===== config.mk =====
export PLATFORM = sky130hd
export DESIGN_NAME = histogram_frame_sequencer
export DESIGN_NICKNAME = d
export VERILOG_FILES = /design/src/rtl/histogram_frame_sequencer_pkg.sv /design/src/rtl/hist_clear_counter.sv /design/src/rtl/histogram_frame_sequencer.sv
export SDC_FILE = /design/constraint.sdc
export NUM_CORES = 1
export LEC_CHECK = 0
export BUFFER_PORTS_ARGS = -buffer_cell sky130_fd_sc_hd__buf_2
export CAP_MARGIN = 20
export CORE_MARGIN = 8
export CORE_UTILIZATION = 47
export DETAILED_ROUTE_END_ITERATION = 10
export GPL_TIMING_DRIVEN = 1
export PLACE_DENSITY_LB_ADDON = 0.05
export SETUP_SLACK_MARGIN = 0.1
export SLEW_MARGIN = 20
export SYNTH_ARGS = -nofsm -noshare
export SYNTH_HDL_FRONTEND = slang
export SYNTH_SLANG_ARGS = --single-unit

===== constraint.sdc =====
create_clock -name iClk -period 1.9 [get_ports iClk]
set_input_delay 0.19 -clock iClk [delete_from_list [all_inputs] [get_ports iClk]]
set_output_delay 0.19 -clock iClk [all_outputs]
set_load 0.03 [all_outputs]

===== src/rtl/histogram_frame_sequencer_pkg.sv =====
// Shared state encoding, histogram geometry and counter sizing helper
// for the per-frame histogram sequencer.
package histogram_frame_sequencer_pkg;

  typedef enum logic [2:0] {
    S_IDLE  = 3'd0,
    S_CLEAR = 3'd1,
    S_ARM   = 3'd2,
    S_ACCUM = 3'd3,
    S_START = 3'd4,
    S_WAIT  = 3'd5,
    S_ACK   = 3'd6
  } seq_state_e;

  localparam int unsigned HIST_BINS        = 256;
  localparam int unsigned PIXELS_PER_FRAME = 800 * 480;
  localparam logic [7:0]  CLR_LAST_ADDR    = 8'(HIST_BINS - 1);

  // Bits needed to hold 0..max_val inclusive, never less than one.
  function automatic int unsigned cnt_width(input int unsigned max_val);
    return (max_val < 32'd1) ? 32'd1 : $clog2(max_val + 32'd1);
  endfunction

endpackage


===== src/rtl/hist_clear_counter.sv =====
// Walks the histogram RAM clear address across every bin, one write per
// cycle, after a single-cycle start request.
module hist_clear_counter
  import histogram_frame_sequencer_pkg::*;
(
  input  logic       clk_i,
  input  logic       rst_i,
  input  logic       start_i,
  output logic       we_o,
  output logic [7:0] addr_o,
  output logic       done_o
);

  logic       we_q;
  logic [7:0] addr_q;

  // Address/write-enable sequencer; parks at address 0 when idle.
  always_ff @(posedge clk_i) begin
    if (rst_i) begin
      we_q   <= 1'b0;
      addr_q <= 8'd0;
    end else if (start_i) begin
      we_q   <= 1'b1;
      addr_q <= 8'd0;
    end else if (we_q) begin
      if (addr_q == CLR_LAST_ADDR) begin
        we_q   <= 1'b0;
        addr_q <= 8'd0;
      end else begin
        we_q   <= 1'b1;
        addr_q <= addr_q + 8'd1;
      end
    end else begin
      we_q   <= we_q;
      addr_q <= addr_q;
    end
  end

  assign we_o   = we_q;
  assign addr_o = addr_q;
  assign done_o = we_q && (addr_q == CLR_LAST_ADDR);

endmodule


===== src/rtl/histogram_frame_sequencer.sv =====
// Per-frame controller: clears the histogram RAM, gates one frame of pixel
// accumulation, runs the cumulative engine and holds its latest results.
module histogram_frame_sequencer
  import histogram_frame_sequencer_pkg::*;
#(
  parameter int unsigned word_size    = 20,
  parameter int unsigned START_CYCLES = 2,
  parameter int unsigned TIMEOUT      = 1023
) (
  input  logic                 iClk,
  input  logic                 iRst,
  input  logic                 iEnable,
  input  logic                 iFrameStart,
  input  logic                 iFrameEnd,
  output logic                 oAccumEn,
  output logic                 oClrWE,
  output logic [7:0]           oClrAddr,
  output logic [word_size-1:0] oClrData,
  output logic                 oCumStart,
  output logic                 oCumRestart,
  input  logic                 iCumDone,
  input  logic [7:0]           iThresh25,
  input  logic [7:0]           iThresh50,
  input  logic [7:0]           iThresh75,
  input  logic [word_size-1:0] iMaxValue,
  output logic [7:0]           oThresh25,
  output logic [7:0]           oThresh50,
  output logic [7:0]           oThresh75,
  output logic [word_size-1:0] oMaxValue,
  output logic                 oValid,
  output logic                 oBusy,
  output logic                 oOverrun,
  output logic                 oTimeout
);

  localparam int unsigned TW = cnt_width(TIMEOUT);
  localparam int unsigned SW = cnt_width(START_CYCLES);
  localparam logic [TW-1:0] TMO_LAST   = TW'(TIMEOUT - 32'd1);
  localparam logic [SW-1:0] START_LAST = SW'(START_CYCLES - 32'd1);

  seq_state_e     state_q, state_d;
  logic [SW-1:0]  start_cnt_q, start_cnt_d;
  logic [TW-1:0]  tmo_cnt_q, tmo_cnt_d;
  logic           accum_en_q, cum_start_q, cum_restart_q;
  logic           valid_q, busy_q, overrun_q, timeout_q;
  logic [7:0]     thr25_q, thr50_q, thr75_q;
  logic [word_size-1:0] max_q;

  logic clr_start_s, clr_done_s;
  logic valid_s, timeout_s, overrun_s;

  hist_clear_counter u_clear (
    .clk_i   (iClk),
    .rst_i   (iRst),
    .start_i (clr_start_s),
    .we_o    (oClrWE),
    .addr_o  (oClrAddr),
    .done_o  (clr_done_s)
  );

  // Next-state and one-cycle event decode.
  always_comb begin
    state_d = state_q;
    case (state_q)
      S_IDLE:  if (iEnable) state_d = S_CLEAR; else state_d = S_IDLE;
      S_CLEAR: if (clr_done_s) state_d = iEnable ? S_ARM : S_IDLE;
               else state_d = S_CLEAR;
      S_ARM:   if (!iEnable) state_d = S_IDLE;
               else if (iFrameStart) state_d = S_ACCUM;
               else state_d = S_ARM;
      // Dropping enable discards the partial histogram, so it wins over frame end.
      S_ACCUM: if (!iEnable) state_d = S_CLEAR;
               else if (iFrameEnd) state_d = S_START;
               else state_d = S_ACCUM;
      S_START: if (start_cnt_q == START_LAST) state_d = S_WAIT; else state_d = S_START;
      S_WAIT:  if (iCumDone) state_d = S_ACK;
               else if (tmo_cnt_q == TMO_LAST) state_d = S_CLEAR;
               else state_d = S_WAIT;
      S_ACK:   if (!iCumDone) state_d = S_CLEAR; else state_d = S_ACK;
      default: state_d = S_IDLE;
    endcase

    if ((state_q == S_START) && (state_d == S_START)) start_cnt_d = start_cnt_q + SW'(1);
    else start_cnt_d = {SW{1'b0}};

    if ((state_q == S_WAIT) && (state_d == S_WAIT)) tmo_cnt_d = tmo_cnt_q + TW'(1);
    else tmo_cnt_d = {TW{1'b0}};

    valid_s     = (state_q == S_WAIT) && iCumDone;
    timeout_s   = (state_q == S_WAIT) && !iCumDone && (tmo_cnt_q == TMO_LAST);
    overrun_s   = iEnable && iFrameStart &&
                  ((state_q == S_CLEAR) || (state_q == S_START) ||
                   (state_q == S_WAIT)  || (state_q == S_ACK)   ||
                   ((state_q == S_ACCUM) && iFrameEnd));
    clr_start_s = (state_d == S_CLEAR) && (state_q != S_CLEAR);
  end

  // Sequencer state, registered controls and result holding registers.
  always_ff @(posedge iClk) begin
    if (iRst) begin
      state_q       <= S_IDLE;
      start_cnt_q   <= {SW{1'b0}};
      tmo_cnt_q     <= {TW{1'b0}};
      accum_en_q    <= 1'b0;
      cum_start_q   <= 1'b1;
      cum_restart_q <= 1'b0;
      valid_q       <= 1'b0;
      busy_q        <= 1'b0;
      overrun_q     <= 1'b0;
      timeout_q     <= 1'b0;
      thr25_q       <= 8'd0;
      thr50_q       <= 8'd0;
      thr75_q       <= 8'd0;
      max_q         <= {word_size{1'b0}};
    end else begin
      state_q       <= state_d;
      start_cnt_q   <= start_cnt_d;
      tmo_cnt_q     <= tmo_cnt_d;
      accum_en_q    <= (state_d == S_ACCUM);
      // Engine is only released while it is computing or being acknowledged.
      cum_start_q   <= (state_d != S_WAIT) && (state_d != S_ACK);
      cum_restart_q <= (state_d == S_ACK);
      valid_q       <= valid_s;
      busy_q        <= (state_d != S_IDLE) && (state_d != S_ARM);
      overrun_q     <= overrun_s;
      timeout_q     <= timeout_s;
      if (valid_s) begin
        thr25_q <= iThresh25;
        thr50_q <= iThresh50;
        thr75_q <= iThresh75;
        max_q   <= iMaxValue;
      end else begin
        thr25_q <= thr25_q;
        thr50_q <= thr50_q;
        thr75_q <= thr75_q;
        max_q   <= max_q;
      end
    end
  end

  assign oAccumEn    = accum_en_q;
  assign oClrData    = {word_size{1'b0}};
  assign oCumStart   = cum_start_q;
  assign oCumRestart = cum_restart_q;
  assign oThresh25   = thr25_q;
  assign oThresh50   = thr50_q;
  assign oThresh75   = thr75_q;
  assign oMaxValue   = max_q;
  assign oValid      = valid_q;
  assign oBusy       = busy_q;
  assign oOverrun    = overrun_q;
  assign oTimeout    = timeout_q;

endmodule


Word-level counts from Yosys, hierarchy flattened
Index checks and enable logic that the tools add are counted.
{"block": "classes", "n_addsub": 3, "n_eq_ne": 18, "mux": 16, "n_bitwise": 2, "reduce_logical": 22}
{"op": "$pmux W3 S7", "count": 1}
{"op": "$eq A3 B3 Y1 const B", "count": 6}
{"op": "$mux W3", "count": 5}
{"op": "$logic_and A1 B1 Y1", "count": 12}
{"op": "$add A10 B1 Y10 const B", "count": 1}
{"op": "$eq A10 B10 Y1 const B", "count": 1}
{"op": "$eq A3 B2 Y1 const B", "count": 3}
{"op": "$add A8 B1 Y8 const B", "count": 1}
{"op": "$eq A8 B8 Y1 const B", "count": 1}
{"op": "$mux W8", "count": 1}
{"op": "$eq A3 B1 Y1 const B", "count": 2}
{"op": "$mux W1", "count": 6}
{"op": "$mux W2", "count": 3}
{"op": "$ne A3 B3 Y1 const B", "count": 2}
{"op": "$reduce_or A2 Y1", "count": 3}
{"op": "$logic_or A1 B1 Y1", "count": 4}
{"op": "$logic_not A3 Y1", "count": 1}
{"op": "$ne A3 B1 Y1 const B", "count": 1}
{"op": "$ne A3 B2 Y1 const B", "count": 1}
{"op": "$reduce_bool A3 Y1", "count": 1}
{"op": "$add A2 B1 Y2 const B", "count": 1}
{"op": "$eq A2 B1 Y1 const B", "count": 1}
{"op": "$not A1 Y1", "count": 2}
{"op": "$logic_not A1 Y1", "count": 1}
{"block": "totals", "regBits": 75, "input_bits": 50, "out_inout_bits": 80, "wordCells": 77}

Longest topological paths before layout
Gate-level depths: netlist (run 1).
{"block": "logic_depth", "word_depth": 8, "ltp_mapped": 8, "depth_no_buf": 7}

Hierarchy
Synthesis (run 1) repeated with hierarchy kept, for this count alone.
{"block": "unflattened", "hier_cells": 370, "area_unflattened_um2": 3110.5}
{"mod": "histogram_frame_sequencer", "instances": 1, "cells_per_inst": 326, "area_per_inst_um2": 2693.8, "seq_area_each_um2": 1321.3}
{"mod": "hist_clear_counter", "instances": 1, "cells_per_inst": 44, "area_per_inst_um2": 416.6, "seq_area_each_um2": 180.2}

Least setup slack after synthesis (run 1)
Ideal clock, no wire load.
{"block": "synth_path", "path_kind": "register to register", "from": "register u_clear.addr_q[0], in the netlist u_clear.addr_o[0]", "to": "register start_cnt_q[1]", "setup_ns": 0.092, "arrival_ns": 1.697, "required_time_ns": 1.808, "setup_slack_ns": 0.111, "path_stages_with_launch": 7, "synth_period_minus_slack_ns": 1.789, "path_cell_list": "dfxtp_1 > ha_1 > nand4_1 > o21a_1 > a21oi_2 > nand3_1 > nor4_1"}
{"block": "synth_between", "elab_chain_cells": 8}
{"item": "from (decl)", "line_no": "hist_clear_counter.sv:15", "text": "logic [7:0] addr_q;"}
{"item": "from (signal assigned)", "line_no": "hist_clear_counter.sv:31", "text": "addr_q <= addr_q + 8'd1;"}
{"item": "from (signal assigned)", "line_no": "hist_clear_counter.sv:35", "text": "addr_q <= addr_q;"}
{"item": "$eq A8 B8 Y1", "line_no": "hist_clear_counter.sv:41", "text": "assign done_o = we_q && (addr_q == CLR_LAST_ADDR);"}
{"item": "$logic_and A1 B1 Y1", "line_no": "hist_clear_counter.sv:41"}
{"item": "$mux W2", "line_no": "histogram_frame_sequencer.sv:66", "text": "S_CLEAR: if (clr_done_s) state_d = iEnable ? S_ARM : S_IDLE;"}
{"item": "$pmux W3 S7", "line_no": "histogram_frame_sequencer.sv:64", "text": "case (state_q)"}
{"item": "$eq A3 B3 Y1", "line_no": "histogram_frame_sequencer.sv:83", "text": "if ((state_q == S_START) && (state_d == S_START)) start_cnt_d = start_cnt_q + SW'(1);"}
{"item": "$logic_and A1 B1 Y1", "line_no": "histogram_frame_sequencer.sv:83"}
{"item": "$not A1 Y1 (no source line)"}
{"item": "$reduce_or A2 Y1 (no source line)"}
{"item": "to (signal assigned)", "line_no": "histogram_frame_sequencer.sv:102", "text": "start_cnt_q <= {SW{1'b0}};"}
{"item": "to (signal assigned)", "line_no": "histogram_frame_sequencer.sv:117", "text": "start_cnt_q <= start_cnt_d;"}
{"item": "to (decl)", "line_no": "histogram_frame_sequencer.sv:42", "text": "logic [SW-1:0] start_cnt_q, start_cnt_d;"}
Every way passes these cells.
A chain may end at the register's enable or synchronous reset.

Worst setup path after layout (run 1)
{"block": "layout_path", "from": "register tmo_cnt_q[0]", "to": "register u_clear.addr_q[1], in the netlist u_clear.addr_o[1]"}
{"block": "layout_between", "elab_chain_cells": 7}
{"item": "from (decl)", "line_no": "histogram_frame_sequencer.sv:43", "text": "logic [TW-1:0] tmo_cnt_q, tmo_cnt_d;"}
{"item": "from (signal assigned)", "line_no": "histogram_frame_sequencer.sv:103", "text": "tmo_cnt_q <= {TW{1'b0}};"}
{"item": "from (signal assigned)", "line_no": "histogram_frame_sequencer.sv:118", "text": "tmo_cnt_q <= tmo_cnt_d;"}
{"item": "$eq A10 B10 Y1", "line_no": "histogram_frame_sequencer.sv:77", "text": "else if (tmo_cnt_q == TMO_LAST) state_d = S_CLEAR;"}
{"item": "$mux W3", "line_no": "histogram_frame_sequencer.sv:77"}
{"item": "$mux W3", "line_no": "histogram_frame_sequencer.sv:76", "text": "S_WAIT: if (iCumDone) state_d = S_ACK;"}
{"item": "$pmux W3 S7", "line_no": "histogram_frame_sequencer.sv:64"}
{"item": "$eq A3 B1 Y1", "line_no": "histogram_frame_sequencer.sv:95", "text": "clr_start_s = (state_d == S_CLEAR) && (state_q != S_CLEAR);"}
{"item": "$logic_and A1 B1 Y1", "line_no": "histogram_frame_sequencer.sv:95"}
{"item": "$reduce_or A2 Y1 (no source line)"}
Every way passes these cells.

==> metrics, run 1 <==
initial antenna violation count=0; nets@finish=543; minimum clock period after layout=between 1.5 and 2 ns; max frequency=roughly 580 MHz; All-Layer GR Usage=~17%; worst reg-to-reg setup slack=~0.17 ns; Leak Pwr=approximately 1.7 nW; row cnt=29; # port buffers=approximately 110; outcome=completed; Synth top area share=roughly half; die height=about 97 um; compound-cell area share of the yosys netlist=12.03%; setup tns final=0 ns; Synth Area in Adders=roughly 1.6%; syn avg cell area=~8 um2; CTS HTree Levels=3; cell with the most instances after synthesis=nand2_1; clk sink count=75; hold crit path type=in2reg; PD cells=about 760 nW/um2; Finish-stage setup viols=0; Slew HR=roughly 66%; antenna fix cells=0; highest-delay cell along the critical path=dfxtp_2; WL per Instance=between 10 and 15 um; crit start category=flip-flop; Crit path largest cell delay=roughly 0.34 ns; fin crit share=90.97%; Routed WL=just under 8 mm; final hold viol count=0; vias=between 2000 and 3000; Area Growth Syn to Fin=28.50%; crit end category=flip-flop; Setup CP Type=reg2reg; Top delay family on crit path=compound AO/OA/AOI/OAI gates; RSZ-0062 raised after global routing=true; largest family of logic cells by synthesized area=simple AND/OR/NAND/NOR gates; Syn. warnings=0; Post-synth top flop=dfxtp_1; chip width=96.93 um; Max Buffers Root-to-Sink=2; max-capacitance violation count=0; Syn Inst Count=roughly 370; Fillers=586; vias in the first global route=2632; XOR/XNOR share of the synthesized area=under 10%; first-pass GRT wire length=between 10 and 15 mm; Worst-Skew Late Latency=between 0.3 and 0.4 ns; critical path fanouts, max=6; Max VDD drop=466.9 uV; Tot Pwr=roughly 3 mW; detail-routed via count per cell=4.833; Core Util, Final=~62%; synth unique cells=between 40 and 50; Post-synth EDFFs=0; detailed router's first-iteration violation count=97; Starting Density=48.47%; DRC Markers=0; CP required=2.12 ns; Layout Skew=approximately 0.011 ns; I/O pin total=130; top cells by area, synth=dfxtp_1, nand2_1, a21oi_1, buf_4, nor2_1; CTS Buf Count=9; Synth area leader=dfxtp_1; crit-path cells=inv_2 > ha_4 > nand3_4 > nor3_4 > o211ai_1 > buf_4 > o31ai_4 > nor2_1; GPL Wtd Cong=around 0.8; router iterations before antenna repair=4; share of cells above drive strength 1=33.27%; Reg clk slew, reported paths=about 0.080 ns; Synth Register Bits=75; largest net degree at the start of global routing=46; post-synthesis sequential area ratio=between 40% and 50%; Critical Path AT=between 1.5 and 2 ns; max-slew violations=0; share of flip-flops with an asynchronous set or reset=0%; placed instance area=about 3600 um2; HPWL after DPL=5.805 mm; ANT nets after route=0; global route total overflow=0; post-synthesis mux area share=less than 1%; Finished Cell Area=slightly below 4000 um2; simple logic cell fraction of the synthesized area=23.66%; Worst Path Buf+Inv=2; core region area=roughly 6300 um2; synthesized cell area=around 3100 um2; synth cell count leaders=nand2_1, dfxtp_1, a21oi_1, nor2_1, buf_4; Root Buffer=clkbuf_8; pin slew with the least headroom to its limit=0.5031 ns; CTS tree=done; Die ar.=9394 um2
per-layer routing:
metal | wire (um) | vias up | part of all wire [%] | GRT usage [%]
li1 | - | 1418 | - | -
met1 | 3382 | 1231 | 42 | 19.04
met2 | 3726 | 95 | 47 | 25.99
met3 | 694 | 11 | 8.7 | 7.183
met4 | 154 | 0 | 1.9 | 8.639
met5 | 0 | - | 0 | 0
path summary, 6_finish.rpt:
| path | start | end | cells past startpoint |
|---|---|---|---|
| min | iThresh75[2] | oThresh75[2] | 3 |
| min reg2reg | start_cnt_q[0] | start_cnt_q[0] | 1 |
| max | tmo_cnt_q[0] | u_clear.addr_o[1] | 8 |
| max reg2reg | tmo_cnt_q[0] | u_clear.addr_o[1] | 8 |
cell families (layout without fill, tap and decap cells):
kind of cell,Yosys count,after routing
flip-flops,75,75
multiplexers,2,2
buffers and inverters,46,146
XOR/XNOR,15,15
AND/OR/NAND/NOR,167,167
other,1,20
adder cells (fa/ha/maj),4,4
AO/OA/AOI/OAI,64,64
cell type report:
type | instances | area (um2) | area share [%]
Sequential cell | 75 | 1513 | 38.25
Timing Repair Buffer | 125 | 678.2 | 17.15
Multi-Input combinational cell | 272 | 1453 | 36.73
Inverter | 6 | 22.52 | 0.5694
Clock inverter | 4 | 51.30 | 1.297
Tap cell | 77 | 96.34 | 2.436
Clock buffer | 11 | 141.4 | 3.575
registers in the layout (all words and copies together), names as in the netlist:
register and count:
oOverrun 1, state_q 3, u_clear.we_o 1, oCumStart 1, oMaxValue 20, oThresh75 8
tmo_cnt_q 10, u_clear.addr_o 8, start_cnt_q 2, oThresh50 8, oThresh25 8, oCumRestart 1
oAccumEn 1, oTimeout 1, oValid 1, oBusy 1
cell usage in the layout, fill, tap and decap left out, types with 2 or more instances in the layout:
cell type,netlist,layout
nor3_1,4,3
a21boi_0,3,3
and2_1,2,2
or2_2,2,2
dfxtp_2,0,6
nor2b_1,2,2
buf_2,6,109
nand2_1,102,101
nand4_1,7,7
a21oi_1,46,46
buf_4,20,15
clkbuf_8,0,10
nand2b_1,2,2
inv_1,6,5
nand3_1,8,6
o21ai_0,3,3
xnor2_1,8,8
xor2_1,7,7
or3_1,2,2
nor2_1,26,26
a31oi_1,2,2
ha_1,4,2
conb_1,1,20
dfxtp_1,75,68
tightest hold or removal path, stage by stage:
cell and delay [ns]:
buf_2 0.09, nand2_1 0.04, a21oi_1 0.05
repair_timing:
action / in CTS / in global routing
setup endpoints to repair: 20 / 18
pin swaps: 1 / 10
resized for setup: 5 / 18
cloned: 0 / 0
endpoints found under the hold margin: 0 / 0
hold buffers: 0 / 0
buffers inserted: 0 / 5
metrics by stage:
step / instances / worst slack, ns / hold slack (ns)
floorplan: 393 / 0.1107 / 0.2667
global placement: 550 / 0.1120 / 0.4196
detailed placement: 550 / 0.02248 / 0.4246
CTS: 565 / 0.1023 / 0.05341
global route: 570 / 0.02691 / 0.05402
finish: 570 / 0.1716 / 0.07467
power by group:
part | switching [mW] | total [mW] | internal (mW)
logic | 0.140 | 0.214 | 0.0734
clock network | 0.563 | 1.20 | 0.636
registers | 0.00986 | 1.59 | 1.58
Note: power is estimated with default switching activity, not from simulation.
==> inputs of run 2 (changes only) <==
CORE_ASPECT_RATIO = 0.75   (was unset)
==> run 2 against run 1 <==
Die area is 0.28% higher. Sequential share of layout area is 0.20 points lower. Core utilization is 0.27 points higher. Combinational power hardly changed. Critical endpoint is now tmo_cnt_q[5]. Highest routed layer unchanged. Power is 8.3% higher. Largest power group unchanged. Critical path type unchanged. Global-route usage is 0.79 points lower.
==> metrics, run 2 (synthesis results as in run 1) <==
fin crit share=91.23%; nets@finish=541; largest net degree at the start of global routing=46; CTS Buf Count=9; most frequent CP cell=or3b_4; hold crit path type=in2reg; met1 usage=between 10% and 20%; routing usage on met2=24.81%; area of the multi-input gates=1421 um2; # port buffers=approximately 110; Critical Path AT=around 2.0 ns; Starting Density=roughly half; die height=around 86 um; Critical Path End=tmo_cnt_q[5]; minimum clock period after layout=1.733 ns; Worst Reg-to-Reg Cells=6; crit start category=flip-flop; gr busiest metal=met2; GPL Wtd Cong=roughly 0.76; chip width=about 110 um; Place WS=between 0.009 and 0.01 ns; All-Layer GR Usage=~16%; share of cells above drive strength 1=a little under a third; CP Depth=6; Root Buffer=clkbuf_8; HPWL after DPL=approximately 5.6 mm; sequential standard cell area=1504 um2; met3 Usage GRT=between 6 and 7%; Hold Slack=roughly 0.085 ns; max-slew violations=0; CTS tree=done; Layout Skew=0.008517 ns; Worst Path Buf+Inv=0; crit-path cells=ha_1 > or3b_4 > o211ai_2 > a21oi_4 > or3b_4 > nor2_1; initial antenna violation count=0; Crit path largest cell delay=between 0.4 and 0.5 ns; antenna fix cells=0; global route total overflow=0; setup tns final=0 ns; commonest non-fill, non-tap cell in the layout=buf_2; highest-delay cell along the critical path=or3b_4; RR Startpoint=start_cnt_q[0]; detailed router's first-iteration violation count=~150; Max VDD drop=approximately 590 uV; Top delay family on crit path=simple AND/OR/NAND/NOR gates; I/O pin total=130; RSZ-0062 raised after global routing=true; ANT nets after route=0; Tot Pwr=between 3 and 4 mW; vias in the first global route=2606; clk sink count=75; commonest cells after routing, fill and taps aside=buf_2, nand2_1, dfxtp_1; vias=~2700; WL per Instance=~14 um; Setup CP Type=reg2reg; outcome=completed; critical path fanouts, max=9; Worst-Skew Late Latency=roughly 0.33 ns; detail-routed via count per cell=roughly 4.7; router iterations before antenna repair=4; Leak Pwr=approximately 1.7 nW; DRC Markers=0; Setup crit start=start_cnt_q[0]; core region area=between 6000 and 7000 um2; Area Growth Syn to Fin=28.41%; row cnt=25; CP required=between 2 and 2.5 ns; max reg flops=20; worst r2r dst=tmo_cnt_q[5]; crit end category=flip-flop; first-pass GRT wire length=between 10 and 15 mm; worst reg-to-reg setup slack=roughly 0.17 ns; max-capacitance violation count=0; Fillers=574; Worst Setup Slack, final=between 0.15 and 0.2 ns; max frequency=between 500 and 600 MHz; CTS HTree Levels=3; Reg clk slew, reported paths=approximately 0.080 ns; # hold bufs at CTS=0; Die ar.=roughly 9400 um2; final hold viol count=0; PD cells=roughly 800 nW/um2; Finish-stage setup viols=0; Max Buffers Root-to-Sink=2; Routed WL=about 7.7 mm
## run 2: changes by cell type in the layout (fill, tap and decap cells not counted), sizes merged
cell / change
bufinv: +2
inv: +1
clkbuf: -1
buf: -2
clkinvlp: -1
## run 2: tightest hold or removal path: stages
cell and delay, ns:
buf_2 0.09, nand2_1 0.04, a21oi_1 0.05
## run 2: cell type report
type | instances | share of cell area [%]
Sequential cell | 75 | 38.05
Multi-Input combinational cell | 272 | 35.96
Timing Repair Buffer | 123 | 16.78
Clock buffer | 10 | 3.229
Clock inverter | 6 | 2.849
Tap cell | 81 | 2.564
Inverter | 6 | 0.5698
## run 2: metal layers
layer,vias up,wire [um]
li1,1413,-
met1,1185,3349
met2,100,3527
met3,10,781
met4,0,83
met5,-,0
## run 2: per-stage QoR
step                      std cells  area [um2]  utilization (%)
final                           573        3953            62.55
after global routing            573        3953            62.55
after CTS                       572        3901            61.74
after detailed placement        554        3642            57.64
after global placement          554        3642            57.64
after floorplan                 393        3149                -
## run 2: worst min-delay path by stage
stage                        start        endpoint  slack, ns  cells after the start
floorplan                 iCumDone        oTimeout       0.27                      1
finish                iThresh50[6]    oThresh50[6]       0.09                      3
global placement    start_cnt_q[0]  start_cnt_q[0]       0.42                      1
global route          iThresh50[3]    oThresh50[3]       0.06                      3
detailed placement  start_cnt_q[0]  start_cnt_q[0]       0.43                      1
CTS                   iThresh50[2]    oThresh50[2]       0.06                      3
## run 2: power breakdown
part	total, mW	internal [mW]	switching [mW]	leakage (nW)
Sequential	1.59	1.58	0.00966	0.606
Clock	1.44	0.878	0.566	0.121
Combinational	0.217	0.0745	0.142	0.955
## run 2: repair_timing
| action | 4_1_cts | 5_1_grt |
|---|---|---|
| endpoints found under the setup margin | 20 | 24 |
| buffers inserted | 2 | 1 |
| pin swaps | 2 | 2 |
| resized for setup | 2 | 9 |
